### config.mk
export PLATFORM = sky130hd
export DESIGN_NAME = id_ex_ctrl_flat
export DESIGN_NICKNAME = d
export VERILOG_FILES = /design/src/rtl/id_ex_ctrl_if.sv /design/src/rtl/id_ex_ctrl.sv /design/src/flat_wrapper.sv
export SDC_FILE = /design/constraint.sdc
export NUM_CORES = 1
export LEC_CHECK = 0
export CAP_MARGIN = 10
export CORE_UTILIZATION = 42
export DETAILED_ROUTE_END_ITERATION = 6
export HOLD_SLACK_MARGIN = 0.1
export PLACE_DENSITY = 0.9
export SLEW_MARGIN = 10
export SYNTH_ARGS = -nofsm -noshare
export SYNTH_HDL_FRONTEND = slang
export SYNTH_SLANG_ARGS = --single-unit
### constraint.sdc
create_clock -name clk -period 3 [get_ports clk]
set_input_delay 0.9 -clock clk [delete_from_list [all_inputs] [get_ports clk]]
set_output_delay 0.9 -clock clk [all_outputs]
set_load 0.02 [all_outputs]
### src/rtl/id_ex_ctrl_if.sv
// ID/EX control bus: ID-stage instruction and pipeline controls in, registered EX controls out.
// The producer (ID/pipeline control side) uses the master modport; the decode block uses slave.
interface id_ex_ctrl_if;
  logic [31:0] instr_i;
  logic        instr_valid_i;
  logic        flush_i;
  logic        ex_stall_i;
  logic        hold_o;
  logic        ex_valid_o;
  logic        ex_reg_write_o;
  logic        ex_mem_read_o;
  logic        ex_mem_write_o;
  logic        ex_mem_to_reg_o;
  logic        ex_alu_src_o;
  logic        ex_branch_o;
  logic [2:0]  ex_aluop_o;
  logic [6:0]  ex_func7_o;
  logic [2:0]  ex_func3_o;
  logic [4:0]  ex_rd_o;
  logic [4:0]  ex_rs1_o;
  logic [4:0]  ex_rs2_o;
  logic [7:0]  illegal_cnt_o;

  modport master (
    output instr_i, instr_valid_i, flush_i, ex_stall_i,
    input  hold_o, ex_valid_o, ex_reg_write_o, ex_mem_read_o, ex_mem_write_o,
           ex_mem_to_reg_o, ex_alu_src_o, ex_branch_o, ex_aluop_o, ex_func7_o,
           ex_func3_o, ex_rd_o, ex_rs1_o, ex_rs2_o, illegal_cnt_o
  );

  modport slave (
    input  instr_i, instr_valid_i, flush_i, ex_stall_i,
    output hold_o, ex_valid_o, ex_reg_write_o, ex_mem_read_o, ex_mem_write_o,
           ex_mem_to_reg_o, ex_alu_src_o, ex_branch_o, ex_aluop_o, ex_func7_o,
           ex_func3_o, ex_rd_o, ex_rs1_o, ex_rs2_o, illegal_cnt_o
  );
endinterface

### src/rtl/id_ex_ctrl.sv
// ID-stage main decoder, load-use hazard detection and ID/EX pipeline register.
// Produces a one-cycle-latency EX control bundle plus a saturating illegal-opcode counter.
module id_ex_ctrl (
  input  logic        clk,
  input  logic        rst_n,
  id_ex_ctrl_if.slave bus
);

  localparam int unsigned REG_W = 5;
  localparam int unsigned CNT_W = 8;

  localparam logic [6:0] OP_R      = 7'b0110011;
  localparam logic [6:0] OP_I_ALU  = 7'b0010011;
  localparam logic [6:0] OP_LOAD   = 7'b0000011;
  localparam logic [6:0] OP_STORE  = 7'b0100011;
  localparam logic [6:0] OP_BRANCH = 7'b1100011;

  localparam logic [CNT_W-1:0] CNT_MAX = '1;

  typedef struct packed {
    logic             valid;
    logic             reg_write;
    logic             mem_read;
    logic             mem_write;
    logic             mem_to_reg;
    logic             alu_src;
    logic             branch;
    logic [2:0]       aluop;
    logic [6:0]       func7;
    logic [2:0]       func3;
    logic [REG_W-1:0] rd;
    logic [REG_W-1:0] rs1;
    logic [REG_W-1:0] rs2;
  } ex_ctrl_t;

  localparam ex_ctrl_t BUBBLE = '0;

  logic [6:0]       opcode;
  logic [2:0]       func3;
  logic [REG_W-1:0] rs1;
  logic [REG_W-1:0] rs2;
  logic             legal;
  logic             uses_rs2;
  logic             load_use;
  ex_ctrl_t         dec;
  ex_ctrl_t         ex_q;
  ex_ctrl_t         ex_d;
  logic             cnt_inc;
  logic [CNT_W-1:0] cnt_q;

  assign opcode = bus.instr_i[6:0];
  assign func3  = bus.instr_i[14:12];
  assign rs1    = bus.instr_i[19:15];
  assign rs2    = bus.instr_i[24:20];

  // Opcode decode; illegal encodings leave every control at zero.
  always_comb begin
    dec       = BUBBLE;
    legal     = 1'b0;
    uses_rs2  = 1'b0;
    unique case (opcode)
      OP_R: begin
        legal         = 1'b1;
        uses_rs2      = 1'b1;
        dec.aluop     = 3'b100;
        dec.reg_write = 1'b1;
      end
      OP_I_ALU: begin
        legal         = 1'b1;
        dec.aluop     = 3'b001;
        dec.reg_write = 1'b1;
        dec.alu_src   = 1'b1;
      end
      OP_LOAD: begin
        legal          = 1'b1;
        dec.aluop      = 3'b000;
        dec.reg_write  = 1'b1;
        dec.mem_read   = 1'b1;
        dec.mem_to_reg = 1'b1;
        dec.alu_src    = 1'b1;
      end
      OP_STORE: begin
        legal         = 1'b1;
        uses_rs2      = 1'b1;
        dec.aluop     = 3'b000;
        dec.mem_write = 1'b1;
        dec.alu_src   = 1'b1;
      end
      OP_BRANCH: begin
        uses_rs2 = 1'b1;
        if (func3 == 3'b000) begin
          legal      = 1'b1;
          dec.aluop  = 3'b010;
          dec.branch = 1'b1;
        end else if (func3 == 3'b001) begin
          legal      = 1'b1;
          dec.aluop  = 3'b110;
          dec.branch = 1'b1;
        end
      end
      default: begin
        legal = 1'b0;
      end
    endcase
    if (legal) begin
      dec.valid = 1'b1;
      dec.func7 = bus.instr_i[31:25];
      dec.func3 = func3;
      dec.rd    = bus.instr_i[11:7];
      dec.rs1   = rs1;
      dec.rs2   = rs2;
    end else begin
      dec = BUBBLE;
    end
  end

  // A load in EX whose destination feeds the ID instruction forces one bubble.
  assign load_use = ex_q.valid && ex_q.mem_read && (ex_q.rd != '0) && bus.instr_valid_i &&
                    ((ex_q.rd == rs1) || (uses_rs2 && (ex_q.rd == rs2)));

  assign bus.hold_o = (load_use && !bus.flush_i) || bus.ex_stall_i;

  // Next EX contents: flush > stall > load-use bubble > decoded instruction.
  always_comb begin
    ex_d    = BUBBLE;
    cnt_inc = 1'b0;
    if (bus.flush_i) begin
      ex_d = BUBBLE;
    end else if (bus.ex_stall_i) begin
      ex_d = ex_q;
    end else if (load_use) begin
      ex_d = BUBBLE;
    end else if (bus.instr_valid_i) begin
      ex_d    = dec;
      cnt_inc = !legal;
    end
  end

  always_ff @(posedge clk or negedge rst_n) begin
    if (!rst_n) begin
      ex_q <= BUBBLE;
    end else begin
      ex_q <= ex_d;
    end
  end

  always_ff @(posedge clk or negedge rst_n) begin
    if (!rst_n) begin
      cnt_q <= '0;
    end else if (cnt_inc && (cnt_q != CNT_MAX)) begin
      cnt_q <= cnt_q + CNT_W'(1);
    end
  end

  assign bus.ex_valid_o      = ex_q.valid;
  assign bus.ex_reg_write_o  = ex_q.reg_write;
  assign bus.ex_mem_read_o   = ex_q.mem_read;
  assign bus.ex_mem_write_o  = ex_q.mem_write;
  assign bus.ex_mem_to_reg_o = ex_q.mem_to_reg;
  assign bus.ex_alu_src_o    = ex_q.alu_src;
  assign bus.ex_branch_o     = ex_q.branch;
  assign bus.ex_aluop_o      = ex_q.aluop;
  assign bus.ex_func7_o      = ex_q.func7;
  assign bus.ex_func3_o      = ex_q.func3;
  assign bus.ex_rd_o         = ex_q.rd;
  assign bus.ex_rs1_o        = ex_q.rs1;
  assign bus.ex_rs2_o        = ex_q.rs2;
  assign bus.illegal_cnt_o   = cnt_q;

endmodule
### src/flat_wrapper.sv
// flat-port wrapper written by rule: the top's interface ports become plain ports
module id_ex_ctrl_flat 
  (clk, rst_n, bus_instr_i, bus_instr_valid_i, bus_flush_i, bus_ex_stall_i, bus_hold_o, bus_ex_valid_o, bus_ex_reg_write_o, bus_ex_mem_read_o, bus_ex_mem_write_o, bus_ex_mem_to_reg_o, bus_ex_alu_src_o, bus_ex_branch_o, bus_ex_aluop_o, bus_ex_func7_o, bus_ex_func3_o, bus_ex_rd_o, bus_ex_rs1_o, bus_ex_rs2_o, bus_illegal_cnt_o);
  id_ex_ctrl_if bus_i ();
  input  logic clk;
  input  logic rst_n;
  input wire logic [$bits(bus_i.instr_i)-1:0] bus_instr_i;
  input wire logic [$bits(bus_i.instr_valid_i)-1:0] bus_instr_valid_i;
  input wire logic [$bits(bus_i.flush_i)-1:0] bus_flush_i;
  input wire logic [$bits(bus_i.ex_stall_i)-1:0] bus_ex_stall_i;
  output wire logic [$bits(bus_i.hold_o)-1:0] bus_hold_o;
  output wire logic [$bits(bus_i.ex_valid_o)-1:0] bus_ex_valid_o;
  output wire logic [$bits(bus_i.ex_reg_write_o)-1:0] bus_ex_reg_write_o;
  output wire logic [$bits(bus_i.ex_mem_read_o)-1:0] bus_ex_mem_read_o;
  output wire logic [$bits(bus_i.ex_mem_write_o)-1:0] bus_ex_mem_write_o;
  output wire logic [$bits(bus_i.ex_mem_to_reg_o)-1:0] bus_ex_mem_to_reg_o;
  output wire logic [$bits(bus_i.ex_alu_src_o)-1:0] bus_ex_alu_src_o;
  output wire logic [$bits(bus_i.ex_branch_o)-1:0] bus_ex_branch_o;
  output wire logic [$bits(bus_i.ex_aluop_o)-1:0] bus_ex_aluop_o;
  output wire logic [$bits(bus_i.ex_func7_o)-1:0] bus_ex_func7_o;
  output wire logic [$bits(bus_i.ex_func3_o)-1:0] bus_ex_func3_o;
  output wire logic [$bits(bus_i.ex_rd_o)-1:0] bus_ex_rd_o;
  output wire logic [$bits(bus_i.ex_rs1_o)-1:0] bus_ex_rs1_o;
  output wire logic [$bits(bus_i.ex_rs2_o)-1:0] bus_ex_rs2_o;
  output wire logic [$bits(bus_i.illegal_cnt_o)-1:0] bus_illegal_cnt_o;
  assign bus_i.instr_i = bus_instr_i;
  assign bus_i.instr_valid_i = bus_instr_valid_i;
  assign bus_i.flush_i = bus_flush_i;
  assign bus_i.ex_stall_i = bus_ex_stall_i;
  assign bus_hold_o = bus_i.hold_o;
  assign bus_ex_valid_o = bus_i.ex_valid_o;
  assign bus_ex_reg_write_o = bus_i.ex_reg_write_o;
  assign bus_ex_mem_read_o = bus_i.ex_mem_read_o;
  assign bus_ex_mem_write_o = bus_i.ex_mem_write_o;
  assign bus_ex_mem_to_reg_o = bus_i.ex_mem_to_reg_o;
  assign bus_ex_alu_src_o = bus_i.ex_alu_src_o;
  assign bus_ex_branch_o = bus_i.ex_branch_o;
  assign bus_ex_aluop_o = bus_i.ex_aluop_o;
  assign bus_ex_func7_o = bus_i.ex_func7_o;
  assign bus_ex_func3_o = bus_i.ex_func3_o;
  assign bus_ex_rd_o = bus_i.ex_rd_o;
  assign bus_ex_rs1_o = bus_i.ex_rs1_o;
  assign bus_ex_rs2_o = bus_i.ex_rs2_o;
  assign bus_illegal_cnt_o = bus_i.illegal_cnt_o;
  id_ex_ctrl u_core (.clk(clk), .rst_n(rst_n), .bus(bus_i));
endmodule
==> results of run 1 <==
worst max-delay path: stages:
cell and delay [ns]:
buf_6 0.09, and4bb_2 0.29, nand4_1 0.14, or4_4 0.52
nand2_4 0.10, a21o_4 0.11, buf_6 0.10
final timing paths:
path | start | endpoint | slack, ns | cells after the start
max in group asynchronous | rst_n | u_core.bus.ex_aluop_o[2] | 1.67 | 1
setup / recovery | bus_instr_i[2] | bus_hold_o | -0.16 | 7
hold reg to reg | u_core.bus.ex_aluop_o[2] | u_core.bus.ex_aluop_o[2] | 0.48 | 2
min in group asynchronous | rst_n | u_core.bus.ex_rs1_o[2] | 0.74 | 1
hold / removal | u_core.bus.ex_aluop_o[2] | u_core.bus.ex_aluop_o[2] | 0.48 | 2
setup reg to reg | u_core.bus.ex_rd_o[3] | u_core.bus.illegal_cnt_o[5] | 0.58 | 9
repair_timing:
action | 4_1_cts | 5_1_grt
gates resized for setup | 37 | 11
pin swaps | 8 | 9
buffers inserted | 2 | 2
setup endpoints to repair | 1 | 1
registers in the layout, indices dropped and copies added, names as in the netlist, 3 cells and up:
name	cells
u_core.bus.illegal_cnt_o	8
u_core.bus.ex_aluop_o	3
u_core.bus.ex_rd_o	5
u_core.bus.ex_rs2_o	5
u_core.bus.ex_rs1_o	5
u_core.bus.ex_func3_o	3
u_core.bus.ex_func7_o	7
routing by layer:
layer	vias up	share of wire [%]
met5	-	0
met4	0	0.55
met3	4	5.5
met2	51	51
met1	802	43
li1	783	-
logic make-up after synthesis:
logic type | count (synthesis) | share of synthesized area, %
buffers and inverters | 11 | 3.15
AND/OR/NAND/NOR | 44 | 14.9
multiplexers | 2 | 1.18
XOR/XNOR | 16 | 8.13
flip-flops | 42 | 55.0
AO/OA/AOI/OAI | 38 | 17.0
adder cells (fa/ha/maj) | 1 | 0.655
layout make-up:
class | instances | area [um^2] | share of cell area [%]
Inverter | 4 | 15.0 | 0.499
Sequential cell | 42 | 1050 | 34.9
Tap cell | 52 | 65.1 | 2.16
Multi-Input combinational cell | 101 | 812 | 27.0
Clock buffer | 8 | 110 | 3.66
Timing Repair Buffer | 104 | 956 | 31.8
stage by stage:
stage | worst slack (ns) | cells | hold WS [ns] | util, % | area [um^2]
floorplan | 0.0110 | 154 | 0.587 | - | 1910
global route | -0.186 | 311 | 0.519 | 69.1 | 3010
detailed placement | -0.981 | 299 | 0.465 | 66.4 | 2890
global placement | -0.978 | 299 | 0.471 | 66.4 | 2890
CTS | -0.236 | 309 | 0.488 | 68.8 | 3000
finish | -0.161 | 311 | 0.483 | 69.1 | 3010
Yosys cell counts (all sizes together):
master  instances  area [um^2]
a21o            2         16.3
a22o           27          236
a32o            3         30.0
and3            1         6.26
and4bb          1         12.5
buf             3         30.0
clkbuf          4         15.0
dfrtp          42         1050
ha              1         12.5
inv             4         15.0
mux2            2         22.5
nand2          12         52.6
nand2b          2         12.5
nand3           6         42.5
nand4           4         25.0
nor2            6         35.0
nor2b           1         6.26
nor3            4         25.0
nor3b           1         7.51
o21ai           2         10.0
o22ai           1         6.26
o31ai           1         7.51
o41ai           2         17.5
or3             1         6.26
or4             5         52.6
xnor2           9         93.8
xor2            7         61.3
power by group:
| part | internal, mW | leakage [nW] | switching (mW) |
|---|---|---|---|
| combinational | 0.129 | 0.746 | 0.117 |
| sequential | 0.596 | 0.579 | 0.0435 |
| clock | 0.233 | 0.0575 | 0.191 |
| total | 0.958 | 1.38 | 0.352 |
==> impl_metrics.py, run 1 <==
metrics = {
    "cts": {
        "clk_latency_ns": 0.29,
        "cts-root-buf": "clkbuf_8",
        "cts_hold_buf": 0,
        "clk_pin_slew_ns": 0.08,
        "cts.path.max_buffers": 2,
        "cts_tree": "yes",
        "cts_buffers": 5,
        "htreeDepth": 2,
        "clock-sinks": 42,
    },
    "layout": {
        "drive_above_1_share_pct": 22.4,
        "final_cell_mix": "60 x clkdlybuf4s50_1, 42 x dfrtp_1, 27 x a22o_1",
        "area_growth_pct": 57.6,
        "fill_cells": 346,
        "diodes": 0,
        "final_common_cell": "clkdlybuf4s50_1",
        "num-nets-final": 296,
    },
    "drt": {
        "antenna_left": 0,
        "vias_per_cell": 5.27,
        "vias": 1640,
        "drc": 0,
        "drtIter0Drc": 84,
        "avgRoutedWirePerCell_um": 15.9,
        "wl_um": 4950,
        "dr.pass1.iters": 4,
    },
    "yosys": {
        "synth_seq_area_share_pct": 55.0,
        "synth_fp_nets": 192,
        "ys_warn_count": 0,
        "synth_area_um2": 1910,
        "yosys_register_bits": 42,
        "syn_inst": 154,
        "syn_area_per_cell_um2": 12.4,
        "synth_cell_type_count": 36,
    },
    "timing": {
        "hold_viol": 0,
        "fmax_ghz": 0.316,
        "worst_pin_slew_ns": 0.931,
        "finClkSkew_ns": 0.00500,
        "drv_slew": 0,
        "min_period_ns": 3.16,
        "finalCritPeriodShare_pct": 105,
        "grt_setup_unrepaired": "yes",
        "setup_viol": 1,
        "slew_headroom_pct": 38.0,
        "fin_ws_ns": -0.161,
        "fin_tns_setup_ns": -0.161,
    },
    "global_routing": {
        "grt_util_met3_pct": 5.38,
        "gr-max-usage-layer": "met2",
        "grt_overflow_total": 0,
        "first_global_vias": 1721,
        "grt_use_met1_pct": 27.3,
        "grt_start_max_net_pins": 43,
        "track_usage_pct": 22.0,
        "met2_usage_pct": 38.8,
        "antenna_found_initial": 0,
        "grt_first_pass_wirelength_um": 8400,
    },
    "worst_setup_path": {
        "crit_type": "in2out",
        "worstPathRequired_ns": 2.10,
        "start_kind": "primary input",
        "crit_arrival_ns": 2.26,
        "cp-end-kind": "primary output",
        "cp_max_fo": 2,
    },
    "placed_design": {
        "portBuffers": 80,
        "place_congestion": 0.808,
        "dp_hpwl_um": 3600,
    },
    "floorplan": {
        "start_util_pct": 43.9,
        "design.core.area_um2": 4350,
        "dieArea_um2": 4820,
        "num_rows": 24,
        "io_pins": 81,
        "die_h_um": 69.4,
        "die_w_um": 69.4,
    },
    "worst_hold_path": {
        "min_path_type": "reg2reg",
    },
    "power_and_ir_drop": {
        "power_density_nw_per_um2": 435,
        "power_leakage_nw": 1.38,
        "irDropWorstVdd_mv": 0.251,
        "power_mw": 1.31,
    },
    "run_status": {
        "status": "complete, but fails checks",
        "violations": "setup timing",
    },
    "job": {
        "maxCapViolations": 0,
    },
}
Power figures use the tool's default switching activity.
==> run 2, diff against run 1 <==
GPL_TIMING_DRIVEN = 0   (was unset)
SLEW_MARGIN = 20   (was 10)
==> run 2 against run 1 <==
Global-route usage increased by 0.56 points. Register-to-register slack about the same. Worst hold slack improved by 0.0017 ns. The run still ends with setup timing left. Sequential share of layout area increased by 1.1 points. Sequential cell count unchanged. Highest routed layer unchanged. Maximum frequency decreased by 1.9%. Clock-buffer cell count decreased by 3. First-iteration DRC count increased by 17%.
==> impl_metrics.py, run 2 (synthesis gave the netlist of run 1 again) <==
metrics = {
    "run_status": {
        "status": "complete, but fails checks",
        "violations": "setup timing",
    },
    "power_and_ir_drop": {
        "switchingPower_uw": 354,
        "power_density_nw_per_um2": 451,
        "pwr-share-seq_pct": 48.5,
        "pwr-share-clk_pct": 33.4,
        "sw_frac_of_total_pct": 26.9,
        "irDropWorstVdd_mv": 0.256,
        "p_int_uw": 962,
        "power_leakage_nw": 1.32,
        "p_comb_share_pct": 18.1,
    },
    "placed_design": {
        "place_congestion": 0.788,
        "dp_hpwl_um": 3560,
        "portBuffers": 80,
        "postPlaceCellArea_um2": 2790,
    },
    "cts": {
        "clk_latency_ns": 0.30,
        "cts_tree": "yes",
        "cts_hold_buf": 0,
        "htreeDepth": 2,
        "cts_buffers": 5,
        "cts-root-buf": "clkbuf_8",
        "clock-sinks": 42,
        "cts.path.max_buffers": 2,
        "clk_pin_slew_ns": 0.08,
    },
    "drt": {
        "drtIter0Drc": 98,
        "antenna_left": 0,
        "vias": 1602,
        "wl_um": 4840,
        "dr.pass1.iters": 4,
        "vias_per_cell": 5.34,
        "drc": 0,
        "avgRoutedWirePerCell_um": 16.1,
    },
    "layout": {
        "num-nets-final": 285,
        "final_cell_mix": "60 x clkdlybuf4s50_1, 42 x dfrtp_1, 27 x a22o_1",
        "drive_above_1_share_pct": 14.9,
        "area_growth_pct": 52.8,
        "diodes": 0,
        "final_common_cell": "clkdlybuf4s50_1",
        "largest_reg_flops": 8,
        "final_area_um2": 2920,
    },
    "timing": {
        "min_period_ns": 3.22,
        "finalCritPeriodShare_pct": 107,
        "worst_pin_slew_ns": 0.745,
        "slew_headroom_pct": 49.8,
        "grt_setup_unrepaired": "yes",
        "finClkSkew_ns": 0.0110,
        "hold_viol": 0,
        "setup_viol": 1,
        "fin_ws_ns": -0.224,
        "hold_slack_ns": 0.485,
        "drv_slew": 0,
        "fin_tns_setup_ns": -0.224,
        "fmax_ghz": 0.310,
    },
    "worst_setup_path": {
        "worstSetupStartpoint": "bus_instr_i[23]",
        "crit_arrival_ns": 2.32,
        "crit-reg2reg-launch": "u_core.bus.ex_rd_o[3]",
        "start_kind": "primary input",
        "worstPathRequired_ns": 2.10,
        "slowest_delay_ns": 0.51,
        "cp_max_fo": 2,
        "rr_endpoint": "u_core.bus.ex_func7_o[1]",
        "cp-end-kind": "primary output",
        "path_cells": "buf_6, xor2_1, or3_1, or4_4, nand2_4, a21o_2, buf_6",
        "critPathCapture": "bus_hold_o",
        "r2r_setup_slack_ns": 0.59,
        "crit_slowest_cell": "or4_4",
        "crit_type": "in2out",
        "path_common_cell": "buf_6",
        "reg2reg_depth": 8,
    },
    "floorplan": {
        "design.core.area_um2": 4350,
        "dieArea_um2": 4820,
        "start_util_pct": 43.9,
        "num_rows": 24,
        "die_w_um": 69.4,
        "io_pins": 81,
        "die_h_um": 69.4,
    },
    "global_routing": {
        "track_usage_pct": 22.6,
        "first_global_vias": 1663,
        "grt_overflow_total": 0,
        "grt_start_max_net_pins": 30,
        "antenna_found_initial": 0,
        "grt_first_pass_wirelength_um": 8390,
    },
    "job": {
        "maxCapViolations": 0,
    },
    "worst_hold_path": {
        "holdCritStartpoint": "u_core.bus.ex_aluop_o[2]",
        "min_path_type": "reg2reg",
    },
}
## run 2: repair_timing
action | CTS | global route
pin swaps | 7 | 2
endpoints found under the setup margin | 1 | 1
setup buffers | 5 | 0
gates resized for setup | 37 | 0
## run 2: layout make-up
class,count,area [um^2]
tap,52,65.1
timing repair buffer,86,830
sequential,42,1050
fill,339,1440
clock inverter,3,40.0
clock buffer,5,68.8
inverter,4,15.0
buffer,7,45.0
multi-input combinational,101,803
## run 2: metrics by stage
step	setup slack (ns)	power, mW	util, %	std cells
CTS	-0.219	1.33	67.0	300
global placement	-1.05	0.884	63.7	286
floorplan	0.0110	0.742	-	154
finish	-0.224	1.32	67.0	300
global route	-0.259	1.39	67.0	300
detailed placement	-1.05	0.895	64.1	287
## run 2: power groups by stage
stage	Clock [mW]	Combinational, mW	Sequential (mW)
after global placement	0	0.238	0.646
final	0.440	0.238	0.638
after floorplan	0	0.0639	0.678
after CTS	0.449	0.241	0.637
after detailed placement	0	0.247	0.648
after global routing	0.484	0.260	0.643
## run 2: worst min path at each step
| stage | endpoint | slack, ns | cells past startpoint |
|---|---|---|---|
| after global routing | u_core.bus.ex_rs2_o[0] | 0.50 | 1 |
| after floorplan | u_core.bus.ex_aluop_o[1] | 0.59 | 2 |
| after detailed placement | u_core.bus.ex_aluop_o[1] | 0.47 | 2 |
| final | u_core.bus.ex_aluop_o[2] | 0.48 | 2 |
| after CTS | u_core.bus.ex_rs2_o[0] | 0.49 | 1 |
| after global placement | u_core.bus.ex_aluop_o[2] | 0.47 | 2 |
## run 2: worst max-delay path, delay by kind of cell
kind / cells / cell delay, ns
buffers and inverters: 2 / 0.21
AOI/OAI and AO/OA: 1 / 0.12
and+or+nand+nor: 3 / 0.97
xor gates and xnor gates: 1 / 0.13
## run 2: per-layer routing
layer / share of wire [%] / vias to the layer above / global-route usage, %
met4: 0.72 / 0 / 9.52
met1: 43 / 773 / 30.1
met5: 0 / - / 0
met3: 6.9 / 6 / 5.38
li1: - / 756 / -
met2: 50 / 67 / 35.4
==> run 3, diff against run 2 <==
--- a/config.mk
+++ b/config.mk
@@ -12,2 +12,3 @@
 export HOLD_SLACK_MARGIN = 0.1
+export MAX_ROUTING_LAYER = met4
 export PLACE_DENSITY = 0.9
--- a/constraint.sdc
+++ b/constraint.sdc
@@ -3,2 +3,2 @@
 set_output_delay 0.9 -clock clk [all_outputs]
-set_load 0.02 [all_outputs]
+set_load 0.01 [all_outputs]
==> run 3 against run 2 <==
The flow still finishes with violations (setup timing). Combinational power down 10%. Worst hold slack about the same. Critical path depth unchanged. Sequential share of layout area unchanged. First-iteration DRC count up 13%.
==> impl_metrics.py, run 3 (synthesis gave the netlist of run 1 again) <==
metrics = {
    "timing": {
        "fin_tns_setup_ns": -0.209,
        "drv_slew": 0,
        "min_period_ns": 3.21,
        "fmax_ghz": 0.312,
        "setup_viol": 1,
        "finClkSkew_ns": 0.0115,
        "fin_ws_ns": -0.209,
        "slew_headroom_pct": 49.8,
        "finalCritPeriodShare_pct": 107,
        "hold_slack_ns": 0.485,
        "hold_viol": 0,
        "grt_setup_unrepaired": "yes",
        "worst_pin_slew_ns": 0.745,
    },
    "power_and_ir_drop": {
        "power_density_nw_per_um2": 443,
        "irDropWorstVdd_mv": 0.256,
        "power_leakage_nw": 1.32,
    },
    "global_routing": {
        "grt_first_pass_wirelength_um": 8360,
        "grt_start_max_net_pins": 30,
        "antenna_found_initial": 0,
        "grt_overflow_total": 0,
        "track_usage_pct": 23.2,
        "first_global_vias": 1665,
    },
    "cts": {
        "cts_buffers": 5,
        "clk_latency_ns": 0.30,
        "htreeDepth": 2,
        "cts_tree": "yes",
        "cts.path.max_buffers": 2,
        "clock-sinks": 42,
        "cts_hold_buf": 0,
        "cts-root-buf": "clkbuf_8",
        "clk_pin_slew_ns": 0.08,
    },
    "worst_setup_path": {
        "crit_type": "in2out",
        "crit_arrival_ns": 2.31,
        "cp-end-kind": "primary output",
        "worstPathRequired_ns": 2.10,
        "r2r_setup_slack_ns": 0.59,
        "rr_endpoint": "u_core.bus.ex_func7_o[1]",
        "slowest_delay_ns": 0.51,
        "path_cells": "buf_6, xor2_1, or3_1, or4_4, nand2_4, a21o_2, buf_6",
        "crit_slowest_cell": "or4_4",
        "reg2reg_depth": 8,
        "start_kind": "primary input",
        "crit-reg2reg-launch": "u_core.bus.ex_rd_o[3]",
        "path_common_cell": "buf_6",
        "cp_max_fo": 2,
    },
    "layout": {
        "diodes": 0,
        "final_cell_mix": "60 x clkdlybuf4s50_1, 42 x dfrtp_1, 27 x a22o_1",
        "drive_above_1_share_pct": 14.9,
        "fill_cells": 339,
        "largest_reg_flops": 8,
        "num-nets-final": 285,
        "final_common_cell": "clkdlybuf4s50_1",
        "area_growth_pct": 52.8,
    },
    "floorplan": {
        "design.core.area_um2": 4350,
        "die_w_um": 69.4,
        "start_util_pct": 43.9,
        "io_pins": 81,
        "num_rows": 24,
        "die_h_um": 69.4,
        "dieArea_um2": 4820,
    },
    "placed_design": {
        "dp_hpwl_um": 3560,
        "place_congestion": 0.799,
        "portBuffers": 80,
    },
    "drt": {
        "avgRoutedWirePerCell_um": 16.1,
        "drtIter0Drc": 111,
        "vias_per_cell": 5.32,
        "drc": 0,
        "vias": 1597,
        "dr.pass1.iters": 4,
        "antenna_left": 0,
        "wl_um": 4840,
    },
    "worst_hold_path": {
        "min_path_type": "in2async",
    },
    "run_status": {
        "violations": "setup timing",
        "status": "complete, but fails checks",
    },
    "job": {
        "maxCapViolations": 0,
    },
}
-- run 3: cell counts in the layout (fill, tap and decap cells not counted) --
No cell type changed its count.
-- run 3: what timing repair did --
action / 4_1_cts / 5_1_grt
setup buffers: 5 / 0
setup endpoints to repair: 1 / 1
gates resized for setup: 36 / 0
pin swaps: 7 / 2
gates cloned: 0 / 0
-- run 3: critical path, delay by kind of cell --
family / cells / cell delay [ns]
and+or+nand+nor: 3 / 0.97
buffers and inverters: 2 / 0.19
AOI/OAI and AO/OA: 1 / 0.12
xor gates and xnor gates: 1 / 0.13
-- run 3: layer usage --
| layer | routed length [um] | vias to the layer above | global-route usage (%) |
|---|---|---|---|
| met5 | 0 | - | - |
| met4 | 40 | 0 | 9.52 |
| met3 | 271 | 4 | 4.65 |
| met2 | 2410 | 61 | 35.3 |
| met1 | 2120 | 776 | 30.6 |
| li1 | - | 756 | - |
-- run 3: stage by stage --
stage | util [%] | instance area [um^2] | worst slack, ns | total power, mW | std cells
floorplan | - | 1910 | 0.0500 | 0.718 | 154
CTS | 67.0 | 2920 | -0.203 | 1.30 | 300
finish | 67.0 | 2920 | -0.209 | 1.29 | 300
detailed placement | 64.1 | 2790 | -0.983 | 0.870 | 287
global placement | 63.7 | 2780 | -0.983 | 0.860 | 286
global route | 67.0 | 2920 | -0.244 | 1.36 | 300
-- run 3: layout make-up --
| cell class | instances | area, um^2 | area share [%] |
|---|---|---|---|
| Timing Repair Buffer | 86 | 830 | 28.4 |
| Clock buffer | 5 | 68.8 | 2.36 |
| Tap cell | 52 | 65.1 | 2.23 |
| Inverter | 4 | 15.0 | 0.515 |
| Multi-Input combinational cell | 101 | 803 | 27.5 |
| Sequential cell | 42 | 1050 | 36.0 |
| Buffer | 7 | 45.0 | 1.54 |
| Clock inverter | 3 | 40.0 | 1.37 |
-- run 3: power by group --
part / internal [mW] / leakage, nW / total, mW / switching (mW)
Combinational: 0.121 / 0.678 / 0.214 / 0.0929
Clock: 0.245 / 0.0579 / 0.440 / 0.195
Sequential: 0.596 / 0.579 / 0.638 / 0.0419
Total: 0.962 / 1.32 / 1.29 / 0.329
-- run 3: how the worst max path moves through the flow --
stage	start	endpoint	slack, ns
finish	bus_instr_i[23]	bus_hold_o	-0.21
global route	bus_instr_i[23]	bus_hold_o	-0.24
CTS	bus_instr_i[23]	bus_hold_o	-0.20
detailed placement	bus_instr_i[1]	bus_hold_o	-0.98
global placement	bus_instr_valid_i	bus_hold_o	-0.98
floorplan	bus_instr_i[23]	bus_hold_o	0.05
